### src/rtl/muldiv_unit.sv
// muldiv_unit: iterative radix-2 multiply/divide unit holding the HI/LO registers
module muldiv_unit #(
  parameter int WIDTH = 32,
  parameter int CNT_W = 6
) (
  input  logic             clk,
  input  logic             rst,
  input  logic             start,
  input  logic [1:0]       op,
  input  logic [WIDTH-1:0] operand_a,
  input  logic [WIDTH-1:0] operand_b,
  input  logic             hi_we,
  input  logic             lo_we,
  input  logic [WIDTH-1:0] wdata,
  output logic             busy,
  output logic             done,
  output logic [WIDTH-1:0] hi,
  output logic [WIDTH-1:0] lo
);
  localparam logic [1:0] IDLE  = 2'd0;
  localparam logic [1:0] CALC  = 2'd1;
  localparam logic [1:0] FIXUP = 2'd2;
  localparam logic [1:0] DONE  = 2'd3;
  logic [1:0]         state_q, state_d;
  logic [CNT_W-1:0]   cnt_q, cnt_d;
  logic [2*WIDTH-1:0] p_q, p_d;
  logic [WIDTH-1:0]   b_q, b_d;
  logic               div_q, div_d;
  logic               neg_q, neg_d;
  logic               negr_q, negr_d;
  logic [WIDTH-1:0]   hi_q, hi_d;
  logic [WIDTH-1:0]   lo_q, lo_d;
  logic               a_neg, b_neg, accept;
  logic [WIDTH-1:0]   a_mag, b_mag;
  logic [WIDTH:0]     sum, trial;
  logic [2*WIDTH-1:0] mul_next, div_next, prod_f;
  logic [WIDTH-1:0]   q_f, r_f;
  assign busy = state_q == CALC || state_q == FIXUP;
  assign done = state_q == DONE;
  assign hi = hi_q;
  assign lo = lo_q;
  assign accept = start && !busy;
  // Datapath: operand magnitudes, one shift-add / restoring step, and sign fixup.
  // p_q holds {upper, lower}: for multiply the partial product over the multiplier,
  // for divide the partial remainder over the dividend/quotient bits.
  always_comb begin
    a_neg = !op[0] && operand_a[WIDTH-1];
    b_neg = !op[0] && operand_b[WIDTH-1];
    a_mag = a_neg ? -operand_a : operand_a;
    b_mag = b_neg ? -operand_b : operand_b;
    sum = {1'b0, p_q[2*WIDTH-1:WIDTH]} + (p_q[0] ? {1'b0, b_q} : '0);
    mul_next = {sum, p_q[WIDTH-1:1]};
    trial = p_q[2*WIDTH-1:WIDTH-1] - {1'b0, b_q};
    div_next = trial[WIDTH] ? {p_q[2*WIDTH-2:0], 1'b0} : {trial[WIDTH-1:0], p_q[WIDTH-2:0], 1'b1};
    prod_f = neg_q ? -p_q : p_q;
    q_f = neg_q ? -p_q[WIDTH-1:0] : p_q[WIDTH-1:0];
    r_f = negr_q ? -p_q[2*WIDTH-1:WIDTH] : p_q[2*WIDTH-1:WIDTH];
  end
  // Next-state: MTHI/MTLO when idle, launch, iterate, then commit the signed result.
  // A zero divisor keeps the quotient unsigned so LO reads all ones for DIV too.
  always_comb begin
    state_d = state_q;
    cnt_d = cnt_q;
    p_d = p_q;
    b_d = b_q;
    div_d = div_q;
    neg_d = neg_q;
    negr_d = negr_q;
    hi_d = hi_we && !busy ? wdata : hi_q;
    lo_d = lo_we && !busy ? wdata : lo_q;
    if (accept) begin
      state_d = CALC;
      cnt_d = '0;
      div_d = op[1];
      neg_d = (a_neg ^ b_neg) && !(op[1] && operand_b == '0);
      negr_d = a_neg;
      p_d = {{WIDTH{1'b0}}, op[1] ? a_mag : b_mag};
      b_d = op[1] ? b_mag : a_mag;
    end else if (state_q == CALC) begin
      p_d = div_q ? div_next : mul_next;
      cnt_d = cnt_q + 1'b1;
      state_d = cnt_q == CNT_W'(WIDTH - 1) ? FIXUP : CALC;
    end else if (state_q == FIXUP) begin
      {hi_d, lo_d} = div_q ? {r_f, q_f} : prod_f;
      state_d = DONE;
    end else if (state_q == DONE) begin
      state_d = IDLE;
    end
  end
  // State registers with asynchronous reset discarding any partial result.
  always_ff @(posedge clk or posedge rst) begin
    if (rst) begin
      state_q <= IDLE;
      cnt_q <= '0;
      p_q <= '0;
      b_q <= '0;
      div_q <= 1'b0;
      neg_q <= 1'b0;
      negr_q <= 1'b0;
      hi_q <= '0;
      lo_q <= '0;
    end else begin
      state_q <= state_d;
      cnt_q <= cnt_d;
      p_q <= p_d;
      b_q <= b_d;
      div_q <= div_d;
      neg_q <= neg_d;
      negr_q <= negr_d;
      hi_q <= hi_d;
      lo_q <= lo_d;
    end
  end
endmodule
### config.mk
export PLATFORM = sky130hd
export DESIGN_NAME = muldiv_unit
export DESIGN_NICKNAME = d
export VERILOG_FILES = /design/src/rtl/muldiv_unit.sv
export SDC_FILE = /design/constraint.sdc
export NUM_CORES = 1
export LEC_CHECK = 0
export CAP_MARGIN = 10
export CORE_AREA = 2 2 224 160
export DETAILED_ROUTE_END_ITERATION = 7
export DIE_AREA = 0 0 226 162
export MAX_ROUTING_LAYER = met4
export PLACE_DENSITY = 0.65
export SYNTH_ARGS = -nofsm -noshare
export SYNTH_HDL_FRONTEND = slang
export SYNTH_SLANG_ARGS = --single-unit
### constraint.sdc
create_clock -name clk -period 7.6 [get_ports clk]
set_input_delay 1.14 -clock clk [delete_from_list [all_inputs] [get_ports clk]]
set_output_delay 1.14 -clock clk [all_outputs]
set_load 0.05 [all_outputs]
-- After elaboration in Yosys (flattened, before gate mapping)
Cells that the tools add are included.
- bits in registers: 171
- bits in latches: 0
- RAM bits: 0
- bits in read-only memories: 0
- input port bits: 103
- output and inout bits: 66
- word-level logic and storage cells: 64
- memories kept: 0
- add/sub/neg operators: 8
- multiply operators: 0
- divide/modulo/power cells: 0
- $lt $le $gt $ge: 0
- equal/unequal tests: 4
- shift operators: 0
- multiplexer cells: 28
- bitwise logic cells: 1
- reduce and logical (&&, ||, !) cells: 14
- operators with widths (operator ; count):
    32-bit 2-to-1 mux ; 15
    64-bit 2-to-1 mux ; 6
    32-bit negation ; 4
    64-bit negation ; 1
    32-bit by 32-bit adder with 33-bit output ; 1
    33-bit by 32-bit subtractor with 33-bit output ; 1
    32-bit zero test ; 1
    6-bit 2-to-1 mux ; 2
    2-bit 2-to-1 mux ; 5
    1-bit logical AND ; 7
    6-bit by 1-bit adder with 6-bit output (second input constant) ; 1
    6-bit by 5-bit equality test with 1-bit output (second input constant) ; 1
    2-bit equality test (second input constant) ; 2
    4-bit nonzero test ; 1
    1-bit zero test ; 3
    2-bit by 1-bit equality test with 1-bit output (second input constant) ; 1
    2-bit nonzero test ; 1
    1-bit logical OR ; 1
    1-bit XOR ; 1

-- Logic depth before layout (Yosys ltp)
- depth in word-level cells: 8
- mapped depth: 14
- mapped depth without buffers: 13

-- Worst setup path before layout
Ideal clock, no wire load.
- kind: in2reg
- from: input port operand_a[13]
- to: register p_q[29]
- data arrival time: 3.310 ns
- data required time: 7.496 ns
- slack: 4.187 ns
- cell stages on the path: 9
- cells stage by stage: or4_1 -> or3_1 -> nor3_2 -> nand3_1 -> or3b_1 -> o31ai_1 -> xnor2_1 -> nand3_1 -> o311ai_1
- longest elaborated chain between the ends: 4
- ends and longest elaborated chain (element ; RTL line ; source):
    start: declaration ; 10 ; input logic [WIDTH-1:0] operand_a,
    32-bit negation ; 49 ; a_mag = a_neg ? -operand_a : operand_a;
    32-bit 2-to-1 mux ; 49 ;
    32-bit 2-to-1 mux ; 77 ; p_d = {{WIDTH{1'b0}}, op[1] ? a_mag : b_mag};
    64-bit 2-to-1 mux ; 71 ; if (accept) begin
    end signal: assignment ; 105 ; p_q <= p_d;
    end: declaration ; 26 ; logic [2*WIDTH-1:0] p_q, p_d;
Every way passes these cells.
A chain may end at the register's enable or synchronous reset.

-- Worst setup path after layout
- from: register p_q[0]
- to: register p_q[61]
- longest elaborated chain between the ends: 5
- ends and longest elaborated chain (element ; RTL line ; source):
    32-bit 2-to-1 mux ; 51 ; sum = {1'b0, p_q[2*WIDTH-1:WIDTH]} + (p_q[0] ? {1'b0, b_q} : '0);
    32-bit by 32-bit adder with 33-bit output ; 51 ;
    64-bit 2-to-1 mux ; 80 ; p_d = div_q ? div_next : mul_next;
    64-bit 2-to-1 mux ; 79 ; end else if (state_q == CALC) begin
    64-bit 2-to-1 mux ; 71 ;
Every way passes these cells. The select of a mux whose other input is x is not followed.

==> results.sh <==
export IMPL_num_rows=57
export IMPL_portBuffers=168
export IMPL_grt_pass1_vias=13910
export IMPL_cp_data_arrival_time_ns=4.75
export IMPL_antenna_found_initial=3
export IMPL_tritoncts="yes"
export IMPL_place_congestion=1.01
export IMPL_grt_max_degree=125
export IMPL_min_from="b_q[11]$_DFFE_PP0P_"
export IMPL_ant_nets=0
export IMPL_grt_overflow=0
export IMPL_grt_first_pass_wirelength_um=82900
export IMPL_clock_skew_ns=0.0145
export IMPL_status="completed"
export IMPL_drive_above_1_share_pct=4.39
export IMPL_coreArea_um2=34300
export IMPL_cts_buffers=17
export IMPL_vias=15515
export IMPL_end_kind="flip-flop"
export IMPL_p_leak_nw=7.55
export IMPL_via_per_inst=6.15
export IMPL_cts_resized=0
export IMPL_insertion_delay_ns=0.45
export IMPL_first_iter_violations=2093
export IMPL_peakVddDrop_mv=0.275
export IMPL_die_width_um=226
export IMPL_syn_num_nets=2127
export IMPL_postSynthAreaPerCell_um2=7.83
export IMPL_design_area_um2=17800
export IMPL_hold_depth=2
export IMPL_post_route_min_period_ns=4.42
export IMPL_drt_total_wl_um=55000
export IMPL_hold_slack_ns=0.485
export IMPL_track_usage_pct=30.5
export IMPL_final_setup_viol_count=0
export IMPL_io_pins=169
export IMPL_rr_worst_depth=12
export IMPL_cts_hold_buf=0
export IMPL_drc=0
export IMPL_maxCapViolations=0
export IMPL_synth_cell_types=81
export IMPL_drv_slew=0
export IMPL_fmax_ghz=0.226
export IMPL_first_pass_iters=8
export IMPL_r2r_end="p_q[61]$_DFFE_PP0P_"
export IMPL_hold_viol=0
export IMPL_p_per_area_nw_per_um2=499
export IMPL_critical_path_class="reg2reg"
export IMPL_finalNonFillerCells=2522
export IMPL_postLayoutSetupSlackWorst_ns=3.18
export IMPL_utilization_pct=51.9
export IMPL_ys_async_sr_fraction_pct=100
export IMPL_dp_cells=2488
export IMPL_start_util_pct=44.5
export IMPL_synthesis_area_um2=15300
export IMPL_wl_per_cell_um=21.8
export IMPL_dpl_hpwl_um=42800
export IMPL_synth_edf_count=0
export IMPL_hp_class="reg2reg"
export IMPL_r2r_start="p_q[0]$_DFFE_PP0P_"
export IMPL_setup_reg_to_reg_worst_slack_ns=3.18
export IMPL_dpl_instance_area_um2=17200
export IMPL_cts_root_buf="clkbuf_16"
export IMPL_finalCritPeriodShare_pct=58.1
export IMPL_synthFlopType="dfrtp_1"
export IMPL_maxSlewHeadroom_pct=21.5
export IMPL_holdPathEnd="b_q[11]$_DFFE_PP0P_"
export IMPL_htree_levels=4
export IMPL_ys_warn_count=0
export IMPL_netlist_instances=1950
export IMPL_place_ws_ns=3.27
export IMPL_start_kind="flip-flop"
export IMPL_tightest_slew_ns=1.18
export IMPL_synth_seq_area_share_pct=28.0
export IMPL_clk_pin_slew_ns=0.07
export IMPL_worstPathMaxFanout=32
export IMPL_cts_sinks=171
export IMPL_area_growth_pct=16.4
export IMPL_nets=2212
export IMPL_die_area_um2=36600
export IMPL_chipHeight_um=162
export IMPL_fin_setup_tns_ns=0
export IMPL_cp_data_required_time_ns=7.93
export IMPL_clk_path_buf_depth=2
export IMPL_power_mw=8.88
export IMPL_post_cts_setup_buffers=0
export IMPL_rsz0062_at_grt="false"
export IMPL_synth_seq_cells=171
cells in the mapped netlist (5+ instances only):
master	count	share of area (%)
or3_1	14	0.57
a22oi_1	20	0.98
dfrtp_1	171	28
buf_2	6	0.20
and2_1	5	0.20
or4_1	13	0.64
o21bai_1	11	0.54
o221ai_1	11	0.63
o21a_1	8	0.39
o21ai_1	15	0.49
a211oi_1	22	1.1
nand3_1	32	1.0
nand4_1	15	0.61
a21oi_1	132	4.3
xnor2_1	102	5.8
buf_1	22	0.54
nor2b_1	16	0.66
nand2b_1	17	0.70
o31ai_1	20	0.98
nor3_1	35	1.1
a21o_1	28	1.4
xor2_1	66	3.8
nor3_2	5	0.33
mux2i_1	113	7.4
clkbuf_1	89	2.2
nor4_1	19	0.78
o21ai_0	221	7.2
a41oi_1	5	0.29
o211ai_1	47	2.3
o41ai_1	12	0.69
ha_1	72	5.9
nor2_1	145	3.6
nand2_1	253	6.2
and3_1	19	0.78
inv_1	73	1.8
a31oi_1	15	0.61
or2_2	5	0.20
metal layers:
layer	GRT usage (%)	share of wire [%]
met4	7.92	2.5
met5	-	0
met1	45.6	47
met3	7.00	11
met2	40.5	39
flip-flops by register name, indices dropped and copies added, names as in the netlist:
signal,flops
b_q,32
cnt_q,6
div_q,1
hi,32
lo,32
neg_q,1
negr_q,1
p_q,64
state_q,2
cells by family after synthesis:
| family | count (synthesis) | share of synthesized area (%) |
|---|---|---|
| AOI/OAI and AO/OA | 609 | 24.5 |
| xor gates and xnor gates | 168 | 9.63 |
| and+or+nand+nor | 615 | 18.9 |
| buffers and inverters | 195 | 4.99 |
| adders and majority gates | 74 | 6.16 |
| DFF | 171 | 28.0 |
| muxes | 118 | 7.77 |
where the power goes:
group | total, mW | switching [mW] | internal, mW
clock | 0.874 | 0.413 | 0.461
combinational | 5.97 | 3.72 | 2.24
sequential | 2.04 | 0.680 | 1.36
total | 8.88 | 4.82 | 4.07
layout by cell type (no fill, tap or decap), types with 19 or more instances in the layout:
cell	Yosys	layout
nor2_1	145	145
o31ai_1	20	20
a211oi_1	22	22
xnor2_1	102	102
a21o_1	28	28
dfrtp_1	171	170
o21ai_0	221	221
o211ai_1	47	47
nand2_1	253	251
a22oi_1	20	20
xor2_1	66	66
nor3_1	35	35
clkdlybuf4s50_1	0	167
nand3_1	32	32
mux2i_1	113	113
nor4_1	19	19
ha_1	72	71
inv_1	73	72
buf_4	0	19
a21oi_1	132	132
cell type report:
| cell class | count | area [um2] |
|---|---|---|
| fillers | 3303 | 16500 |
| multi-input cells | 1584 | 10200 |
| flip-flops and latches | 171 | 4280 |
| repair buffers | 186 | 1810 |
| well taps | 472 | 591 |
| clock buffers | 19 | 433 |
| inverters | 75 | 287 |
| clock inverters | 13 | 129 |
| diodes | 2 | 5.00 |
critical path: stages (launching register included):
cell and delay (ns):
dfrtp_1 0.45, inv_1 0.87, nor2_1 0.12, ha_1 0.40, a21oi_1 0.25, a21oi_1 0.10, a311oi_1 0.29, a31oi_1 0.19
o21ai_0 0.65, o21ai_0 0.35, a41oi_1 0.32, xnor2_1 0.09, o221a_2 0.22
worst max-delay path by stage:
stage	from	to	slack, ns	depth (start not counted)
3_5_place_dp	p_q[0]$_DFFE_PP0P_	p_q[61]$_DFFE_PP0P_	3.27	12
6_report	p_q[0]$_DFFE_PP0P_	p_q[61]$_DFFE_PP0P_	3.18	12
4_1_cts	p_q[0]$_DFFE_PP0P_	p_q[61]$_DFFE_PP0P_	3.24	12
2_1_floorplan	rst	b_q[0]$_DFFE_PP0P_	1.83	1
3_3_place_gp	operand_a[0]	p_q[29]$_DFFE_PP0P_	3.36	10
5_1_grt	p_q[0]$_DFFE_PP0P_	p_q[61]$_DFFE_PP0P_	2.94	12
No activity file was read; power rests on OpenSTA's default activity.
==> RTL edit 1, RTL diff (config.mk and constraints unchanged) <==
The parameter `CNT_W` goes from 6 to 3.
--- a/src/rtl/muldiv_unit.sv
+++ b/src/rtl/muldiv_unit.sv
@@ -3,3 +3,3 @@
   parameter int WIDTH = 32,
-  parameter int CNT_W = 6
+  parameter int CNT_W = 3
 ) (
Check against the original RTL: no difference found for any inputs over 4 cycles, from zero or initial values and one cycle with rst high; that may be too few to reach the edited logic, so the function may still have changed.
==> RTL edit 1 against the unedited design <==
- setup slack lost 0.17 ns
- area after synthesis is 3.6% lower
- hold slack improved by 0.0012 ns
- via count down 8.8%
- cell count fell by 3.7%
- sequential cell count down 3
- design area shrank 2.7%
- power up 3.1%
- die area unchanged
- clock skew fell by 0.0027 ns
- sequential share of layout area is 0.24 points higher
- routed wire length down 4.3%
- critical path type unchanged
- critical endpoint is now p_q[63]$_DFFE_PP0P_
- largest cell class unchanged
==> RTL edit 1: results <==
[critical_path]
r2r-end = p_q[63]$_DFFE_PP0P_
regToRegSetupSlack_ns = 3.02
cp.arrival_ns = 4.90
critical_path.slowest_cell = dfrtp_1
crit_end = p_q[63]$_DFFE_PP0P_
crit_path_max_incr_delay_ns = 0.49
path_max_fanout = 18
reg2reg_depth = 14

[placed_design]
dp.final_hpwl_um = 40230
dpl-instance-area_mm2 = 0.01669
place_ws_ns = 3.056

[detailed_routing]
wl_met3_um = 4838
vias = 14150
dr.pass1.iters = 5
drt-met1-wl_um = 25890
met2WireLength_um = 21100
drt_iter0_drc = 1708

[cells_and_area]
fillCellCount = 3311
diodes = 0
post-route-util = 0.5048
drive_gt1_frac = 0.04548
final_cells = 2429

[cts]
htreeDepth = 4
worstSkewPairLatency_ns = 0.47

[global_route]
grt_max_degree = 129
grtUsageTotal = 0.2937
grt_pass1_vias = 13150
grtUsageMet2 = 0.3965
grt_pass1_wl_um = 79230
antenna_found_initial = 0
use_met1 = 0.4437

[power]
ir_drop_mv = 0.2761
leakage_uw = 0.007341

[synthesis]
synthCells = 1856
muxShareOfSynthArea = 0.08766
syn_nets = 2034
ys_top_cells_by_area = dfrtp_1 29%, mux2i_1 8.2%, o21ai_0 7.8%, xnor2_1 6.7%, ha_1 6.2%
synth_fa_ha_area_frac = 0.06472
synth_common_cells = 231 x o21ai_0, 226 x nand2_1, 168 x dfrtp_1, 143 x a21oi_1, 139 x nor2_1
synthXorXnorAreaFrac = 0.1046
synth_compound_area_frac = 0.2428
synth-seq-area-share = 0.2854
synth.distinct_cells = 74

[run_status]
status = complete, no violations

[min_path]
min_to = b_q[24]$_DFFE_PP0P_
hold_path_startpoint = b_q[24]$_DFFE_PP0P_

[timing]
worst_hold_slack_ns = 0.4864
fin_crit_ns = 4.583
## RTL edit 1: cell types whose count changed after synthesis, moves of 10 or more
cell	before	now
a211oi_1	22	9
xnor2_1	102	112
o21ai_0	221	231
nand2_1	253	226
nor4_1	19	7
nor3_1	35	25
a21oi_1	132	143
a22oi_1	20	8
## RTL edit 1: cells by family (layout without fill, tap and decap cells)
kind of cell	after synthesis	in the layout
xor gates and xnor gates	176	176
muxes	128	128
DFF	168	168
buffers and inverters	178	279
adders and majority gates	75	75
AOI/OAI and AO/OA	595	595
and+or+nand+nor	536	536
## RTL edit 1: report_power, final
group          switching (uW)  internal (uW)  total [uW]  leakage (uW)
sequential                697           1350        2050       0.00204
combinational            3800           2380        6180       0.00501
clock                     475            450         925      0.000296
## RTL edit 1: area by class of cell
cell class	count	share of cell area
multi-input combinational	1510	0.5697
clock buffer	17	0.02457
clock inverter	15	0.01142
inverter	66	0.01460
tap	472	0.03411
sequential	168	0.2430
timing repair buffer	181	0.1026
==> RTL edit 2, RTL diff (same settings) <==
Without the edit above. Reset style: synchronous (`rst`), changed in one clocked block. Comments in the files are not updated.
--- a/src/rtl/muldiv_unit.sv
+++ b/src/rtl/muldiv_unit.sv
@@ -90,3 +90,3 @@
   // State registers with asynchronous reset discarding any partial result.
-  always_ff @(posedge clk or posedge rst) begin
+  always_ff @(posedge clk) begin
     if (rst) begin
Check against the original RTL: differs if rst is asserted again (counterexample within 4 cycles, from zero or initial values and one cycle with rst high); with rst held inactive, the same outputs for 10 cycles.
==> RTL edit 2 against the unedited design <==
- global-route usage grew 0.32 points
- hold slack lost 0.033 ns
- clock skew grew 0.00086 ns
- power shrank 18%
- sequential cell count is the same
- area after synthesis shrank 2.9%
- maximum frequency grew 3.8%
- design area shrank 2.6%
- routed wire length grew 1.1%
- sequential share of layout area shrank 4.3 points
- synthesized cell count grew 3.9%
- setup slack gained 0.16 ns
- highest routed layer unchanged
==> RTL edit 2: results <==
[min_path]
min_to = b_q[6]$_SDFFE_PP0P_
hold_path_startpoint = b_q[6]$_SDFFE_PP0P_

[synthesis]
syn_nets = 2205
ys_top_cells_by_area = dfxtp_1 23%, nand2_1 6.4%, a21oi_1 6.3%, ha_1 6.2%, xnor2_1 5.9%
synth_ff_type = dfxtp_1
synth.distinct_cells = 84
async_flop_share = 0

[run_status]
status = complete, no violations

[critical_path]
regToRegSetupSlack_ns = 3.35
r2r-start = p_q[44]$_SDFFE_PP0P_
reg2reg_depth = 11
cp.arrival_ns = 4.67
path_max_fanout = 45

[detailed_routing]
drt_iter0_drc = 2156
dr.pass1.iters = 7
drt_wl_total_um = 55610

[power]
leakage_uw = 0.006525

[global_route]
grtUsageTotal = 0.3078
grt_max_degree = 77
antenna_found_initial = 0
grt_pass1_wl_um = 84440
grt_pass1_vias = 13940

[cells_and_area]
fillCellCount = 3375
final_nets = 2278

[placed_design]
place_congestion = 0.9625
dp.final_hpwl_um = 42770

[timing]
relSlewSlack = 0.1856
fin_skew_ns = 0.01534
[RTL edit 2: metal layers]
layer,GRT usage,up-vias,part of all wire
met3,0.1002,73,0.12
li1,-,7503,-
met2,0.3897,762,0.38
met5,-,-,0
met4,0.08007,0,0.023
met1,0.4548,7275,0.48
[RTL edit 2: area by class of cell]
class                           instances  share of cell area
Sequential cell                       171              0.1978
Clock buffer                           18             0.02535
Inverter                               66             0.01430
Tap cell                              472             0.03408
Antenna cell                            2           0.0002889
Multi-Input combinational cell       1658              0.6154
Timing Repair Buffer                  186              0.1044
Clock inverter                         14            0.008377
[RTL edit 2: logic make-up (layout without fill, tap and decap cells)]
kind of cell	Yosys count	in the layout	synth area share
buffers and inverters	198	284	0.05131
DFF	171	171	0.2309
adders and majority gates	75	75	0.06430
other	0	2	0
AOI/OAI and AO/OA	615	615	0.2745
xor gates and xnor gates	167	167	0.09865
muxes	84	84	0.05747
and+or+nand+nor	717	717	0.2229
[RTL edit 2: stage by stage]
step / setup WS, ns / power, uW / util / instances / area [um^2]
6_report: 3.346 / 7292 / 0.5051 / 2587 / 17330
5_1_grt: 3.055 / 7781 / 0.5049 / 2585 / 17320
4_1_cts: 3.470 / 7192 / 0.5049 / 2585 / 17320
3_5_place_dp: 3.253 / 6274 / 0.4879 / 2553 / 16740
3_3_place_gp: 3.253 / 6251 / 0.4879 / 2553 / 16740
2_1_floorplan: 4.111 / 4898 / - / 2027 / 14830
[RTL edit 2: where the power goes]
part	switching [uW]	leakage, uW	internal [uW]	total (uW)
Sequential	413	0.00140	1170	1580
Combinational	3040	0.00483	1770	4810
Clock	455	0.000287	449	904
